$ cat config.mk
export PLATFORM = sky130hd
export DESIGN_NAME = fft_butterfly_comb
export DESIGN_NICKNAME = d
export VERILOG_FILES = /design/src/rtl/fft_pkg.sv /design/src/rtl/cplx_mult_rnd.sv /design/src/rtl/fft_butterfly_comb.sv
export SDC_FILE = /design/constraint.sdc
export NUM_CORES = 2
export LEC_CHECK = 0
export ABC_AREA = 1
export BUFFER_PORTS_ARGS = -buffer_cell sky130_fd_sc_hd__buf_2
export CORE_MARGIN = 10
export CORE_UTILIZATION = 48
export CTS_BUF_LIST = sky130_fd_sc_hd__clkbuf_4
export DETAILED_ROUTE_END_ITERATION = 16
export PLACE_DENSITY = 0.73
export SYNTH_ARGS = -nofsm -noshare
export SYNTH_HDL_FRONTEND = slang
export SYNTH_HIERARCHICAL = 1
export SYNTH_SLANG_ARGS = --single-unit
$ cat constraint.sdc
create_clock -name clk_i -period 0.8 [get_ports clk_i]
set_input_delay 0.16 -clock clk_i [delete_from_list [all_inputs] [get_ports clk_i]]
set_output_delay 0.16 -clock clk_i [all_outputs]
set_load 0.05 [all_outputs]
$ cat src/rtl/fft_pkg.sv
// Shared widths and rounding/saturation helpers for the FFT butterfly datapath.
// Helpers work on a 64-bit signed carrier so any configured width can use them.
package fft_pkg;

    localparam int DEF_DATA_WIDTH = 16;
    localparam int DEF_FRAC_BITS  = 15;
    localparam int DEF_TWID_WIDTH = DEF_FRAC_BITS + 2;

    // Clamp x to the signed range of a w-bit value; result stays sign-extended.
    function automatic logic signed [63:0] sat_s(input logic signed [63:0] x, input int w);
        logic signed [63:0] hi;
        logic signed [63:0] lo;
        hi = (64'sd1 <<< (w - 1)) - 64'sd1;
        lo = -(64'sd1 <<< (w - 1));
        if (x > hi) begin
            return hi;
        end else if (x < lo) begin
            return lo;
        end
        return x;
    endfunction

    // Round half up, then drop f fractional bits.
    function automatic logic signed [63:0] round_shift(input logic signed [63:0] x, input int f);
        return (x + (64'sd1 <<< (f - 1))) >>> f;
    endfunction

endpackage

$ cat src/rtl/cplx_mult_rnd.sv
// Combinational complex multiply b*W with round-half-up and saturation back to
// the sample width.
module cplx_mult_rnd
    import fft_pkg::*;
#(
    parameter int DATA_WIDTH = DEF_DATA_WIDTH,
    parameter int FRAC_BITS  = DEF_FRAC_BITS,
    localparam int TWID_WIDTH = FRAC_BITS + 2
) (
    input  logic signed [DATA_WIDTH-1:0] b_re,
    input  logic signed [DATA_WIDTH-1:0] b_im,
    input  logic signed [TWID_WIDTH-1:0] w_re,
    input  logic signed [TWID_WIDTH-1:0] w_im,
    output logic signed [DATA_WIDTH-1:0] rot_re,
    output logic signed [DATA_WIDTH-1:0] rot_im
);

    localparam int PROD_W = DATA_WIDTH + TWID_WIDTH;
    localparam int ACC_W  = PROD_W + 1;

    logic signed [PROD_W-1:0] p_rr;
    logic signed [PROD_W-1:0] p_ii;
    logic signed [PROD_W-1:0] p_ri;
    logic signed [PROD_W-1:0] p_ir;
    logic signed [ACC_W-1:0]  acc_re;
    logic signed [ACC_W-1:0]  acc_im;

    assign p_rr = PROD_W'(b_re) * PROD_W'(w_re);
    assign p_ii = PROD_W'(b_im) * PROD_W'(w_im);
    assign p_ri = PROD_W'(b_re) * PROD_W'(w_im);
    assign p_ir = PROD_W'(b_im) * PROD_W'(w_re);

    assign acc_re = ACC_W'(p_rr) - ACC_W'(p_ii);
    assign acc_im = ACC_W'(p_ri) + ACC_W'(p_ir);

    // (-1.0)*(-1.0) lands at +1.0, which the Q1 sample range cannot hold.
    assign rot_re = DATA_WIDTH'(sat_s(round_shift(64'(acc_re), FRAC_BITS), DATA_WIDTH));
    assign rot_im = DATA_WIDTH'(sat_s(round_shift(64'(acc_im), FRAC_BITS), DATA_WIDTH));

endmodule

$ cat src/rtl/fft_butterfly_comb.sv
// Radix-2 DIT butterfly: a_o = a + b*W, b_o = a - b*W, saturated, one register
// stage. Data loads every cycle; consumers qualify it with valid_o.
module fft_butterfly_comb
    import fft_pkg::*;
#(
    parameter int DATA_WIDTH = DEF_DATA_WIDTH,
    parameter int FRAC_BITS  = DEF_FRAC_BITS,
    localparam int TWID_WIDTH = FRAC_BITS + 2
) (
    input  logic                                clk_i,
    input  logic                                rst_ni,
    input  logic                                valid_i,
    input  logic signed [1:0][TWID_WIDTH-1:0]   twid_i,
    input  logic signed [1:0][DATA_WIDTH-1:0]   a_i,
    input  logic signed [1:0][DATA_WIDTH-1:0]   b_i,
    output logic                                valid_o,
    output logic signed [1:0][DATA_WIDTH-1:0]   a_o,
    output logic signed [1:0][DATA_WIDTH-1:0]   b_o
);

    logic signed [DATA_WIDTH-1:0] b_rot_re;
    logic signed [DATA_WIDTH-1:0] b_rot_im;

    logic signed [DATA_WIDTH-1:0] a_part [2];
    logic signed [DATA_WIDTH-1:0] rot    [2];
    logic signed [DATA_WIDTH:0]   sum    [2];
    logic signed [DATA_WIDTH:0]   dif    [2];
    logic [1:0][DATA_WIDTH-1:0]   a_nxt;
    logic [1:0][DATA_WIDTH-1:0]   b_nxt;

    cplx_mult_rnd #(
        .DATA_WIDTH (DATA_WIDTH),
        .FRAC_BITS  (FRAC_BITS)
    ) u_mult (
        .b_re   ($signed(b_i[0])),
        .b_im   ($signed(b_i[1])),
        .w_re   ($signed(twid_i[0])),
        .w_im   ($signed(twid_i[1])),
        .rot_re (b_rot_re),
        .rot_im (b_rot_im)
    );

    always_comb begin
        rot[0] = b_rot_re;
        rot[1] = b_rot_im;
        a_nxt  = '0;
        b_nxt  = '0;
        for (int p = 0; p < 2; p++) begin
            a_part[p] = $signed(a_i[p]);
            sum[p]    = (DATA_WIDTH+1)'(a_part[p]) + (DATA_WIDTH+1)'(rot[p]);
            dif[p]    = (DATA_WIDTH+1)'(a_part[p]) - (DATA_WIDTH+1)'(rot[p]);
            a_nxt[p]  = DATA_WIDTH'(sat_s(64'(sum[p]), DATA_WIDTH));
            b_nxt[p]  = DATA_WIDTH'(sat_s(64'(dif[p]), DATA_WIDTH));
        end
    end

    always_ff @(posedge clk_i or negedge rst_ni) begin
        if (!rst_ni) begin
            valid_o <= 1'b0;
            a_o     <= '0;
            b_o     <= '0;
        end else begin
            valid_o <= valid_i;
            a_o     <= a_nxt;
            b_o     <= b_nxt;
        end
    end

endmodule

==> reports/results.tsv <==
stage	metric	value	unit
global_route	initial antenna violation count	10	
place	IO buf count	165	
synth	Yosys Warn Count	6	
synth	cell taking the most area after synthesis	fa_1	
timing	Slew Limit Headroom	70.9	%
synth	Syn Inst Count	6400	
setup_path	WP buf/inv	17	
floorplan	Initial Util	48.2	%
outcome	status	complete, but fails checks	
setup_path	crit-path max cell delay	0.56	ns
synth	asr flop ratio synth	100	%
timing	final setup violation count	129	
setup_path	crit path capture type	flop	
job	max cap viols	0	
synth	Seq cells post-synth	65	
outcome	failing checks	setup timing	
clock_network	Worst-path clk slew	0.12	ns
detailed_routing	WL met1	62800	um
timing	Max Fclk	123	MHz
floorplan	I/O pin cnt	166	
min_path	min-delay worst type	in2reg	
setup_path	CP required	1.21	ns
clock_network	clock root cell	clkbuf_4	
floorplan	Core Area	0.105	mm^2
cells_and_area	Area growth syn-to-layout	27.0	%
detailed_routing	Vias	42600	
synth	syn avg cell area	7.91	um^2
setup_path	CP Launch Type	input pin	
setup_path	CP Depth	47	
timing	period utilization	1010	%
cells_and_area	FILL cells	8808	
place	detailed placer's ending HPWL	129000	um
setup_path	Crit-path slowest cell	fa_1	
synth	synth top area cells	fa_1 50%, inv_1 16%, nand2_1 12%, ha_1 9.3%, dfrtp_1 3.2%	
detailed_routing	Post-Route WL	153000	um
synth	Post-Syn Nets	8132	
place	routability cong.	0.940	
detailed_routing	routed len/inst	17.8	um
clock_network	number of CTS-inserted buffers	9	
setup_path	Top Family by Delay on Critical Path	adder cells	
global_route	vias in the first global route	45775	
timing	Slew Limit Fails	0	
clock_network	H-tree levels	3	
synth	ys flop type	dfrtp_1	
global_route	overflow left after global routing	0	
detailed_routing	First-pass DRT Iterations	6	
detailed_routing	# DRC	0	
floorplan	width of the die	345	um
floorplan	cell row count	119	
synth	Netlist Area Pre-Place	0.0506	mm^2
synth	distinct cell type count after synthesis	43	
timing	worst setup margin	-7.31	ns
min_path	hold path depth	4	
detailed_routing	vias per std cell	4.93	
clock_network	Clock Path Buffers	2	
clock_network	clock sinks	65	
timing	Hold Vio Cnt, Final	0	
timing	Worst Tran Pin Value	0.434	ns
cells_and_area	post-layout util	61.2	%
cells_and_area	layout cells sized above 1	24.5	%
synth	post-synth top area share	49.7	%
place	placed cell areas	0.0598	mm^2
cells_and_area	fin area	0.0643	mm^2
cells_and_area	fin cells	8633	
timing	min cycle time layout	8.11	ns
global_route	global-route wire length before repair	244000	um
synth	most frequent cell after synthesis	inv_1	
place	Placement Setup Slack	-8.41	ns
synth	Commonest cells post-synth	2146 x inv_1, 1582 x nand2_1, 1256 x fa_1, 375 x ha_1, 213 x clkbuf_1	
detailed_routing	Top Metal Used	met5	
clock_network	CTS tree	done	
floorplan	DIE HEIGHT	345	um
setup_path	Crit Path Max Fanout	5	
floorplan	die area	0.119	mm^2
setup_path	Setup Crit Path Kind	in2reg	
detailed_routing	met2 wire length	70400	um
detailed_routing	Initial DRC Count	3264	
detailed_routing	Detail Route Antenna Nets	0	
detailed_routing	metal3 WL	14700	um
cells_and_area	Final #Nets	8966	
global_route	total track usage	26.0	%
setup_path	crit path DAT	8.52	ns
synth	Post-synth EDFFs	0	
timing	RSZ-0062 raised after global routing	yes	
global_route	largest net degree at the start of global routing	50	
synth	Seq/Total Area, Yosys	3.21	%
place	dpl cells	8500	
## layout by cell type (no fill, tap or decap), drive strengths merged, types with 3 or more instances in the layout
cell	netlist	final
xnor2	25	25
o21a	3	3
o21ai	74	74
clkbuf	213	16
xor2	69	69
and2	6	6
a21o	11	11
clkinvlp	0	3
nand3b	7	7
and3	3	3
a21oi	131	131
or2	22	22
nor4	9	9
ha	375	375
clkinv	0	4
diode	0	3
nand3	78	78
dfrtp	65	65
a21boi	4	4
buf	49	1068
nor3	22	22
a31oi	4	4
nand4	12	12
inv	2154	2152
nand2	1602	1609
o21bai	10	10
fa	1256	1256
a211oi	5	5
nor2	190	191
## sequential cells by signal (all words and copies together) (netlist names)
signal and count:
valid_o 1, b_o 32, a_o 32
## stage by stage
step / TNS (ns) / hold slack [ns]
2_1_floorplan: -449.19 / -0.136
3_3_place_gp: -523.04 / 0.156
3_5_place_dp: -527.28 / 0.165
4_1_cts: -481.48 / 0.0767
5_1_grt: -510.16 / 0.104
6_report: -489.22 / 0.0763
## tightest hold or removal path: stages
cell and delay, ns:
buf_2 0.12, inv_1 0.08, ha_4 0.16, a21oi_2 0.05
## metal layers
metal  track usage, %  vias to the layer above
met5                0                        -
met4             7.75                       10
met3             4.89                      271
met2             40.8                     1711
met1             36.6                    21290
li1                 -                    19318
## worst paths after layout
| path | from | endpoint | slack [ns] |
|---|---|---|---|
| worst max-delay path | twid_i[16] | b_o[8]$_DFF_PN0_ | -7.31 |
| worst min-delay path | a_i[0] | a_o[0]$_DFF_PN0_ | 0.08 |
| max in group asynchronous | rst_ni | b_o[7]$_DFF_PN0_ | 0.34 |
| min in group asynchronous | rst_ni | a_o[17]$_DFF_PN0_ | 0.17 |
## logic make-up after synthesis
| group | after synthesis | synth area share, % |
|---|---|---|
| AOI/OAI and AO/OA | 243 | 2.79 |
| xor gates and xnor gates | 94 | 1.63 |
| adders and majority gates | 1631 | 58.9 |
| buffers and inverters | 2416 | 18.2 |
| DFF | 65 | 3.21 |
| and+or+nand+nor | 1951 | 15.2 |
## layout make-up
cell class                 count  area (um^2)  area share (%)
clock buffer                   9         67.6           0.105
antenna                        3         7.51          0.0117
tap                         1391         1740            2.71
inverter                    2154         8140            12.7
clock inverter                 7         85.1           0.132
multi-input combinational   3927        42900            66.7
timing repair buffer        1077         9750            15.2
sequential                    65         1630            2.53
## what timing repair did
| action | in CTS | in global routing |
|---|---|---|
| endpoints found under the setup margin | 129 | 129 |
| hold buffers | 2 | 0 |
| hold endpoints to repair | 66 | 0 |
| pin swaps | 172 | 128 |
| setup buffers | 69 | 29 |
| gates resized for setup | 668 | 249 |
| cloned | 11 | 4 |
Power is not shown: default switching activity piles up to over one toggle a cycle in this logic, so the estimate is an artifact.
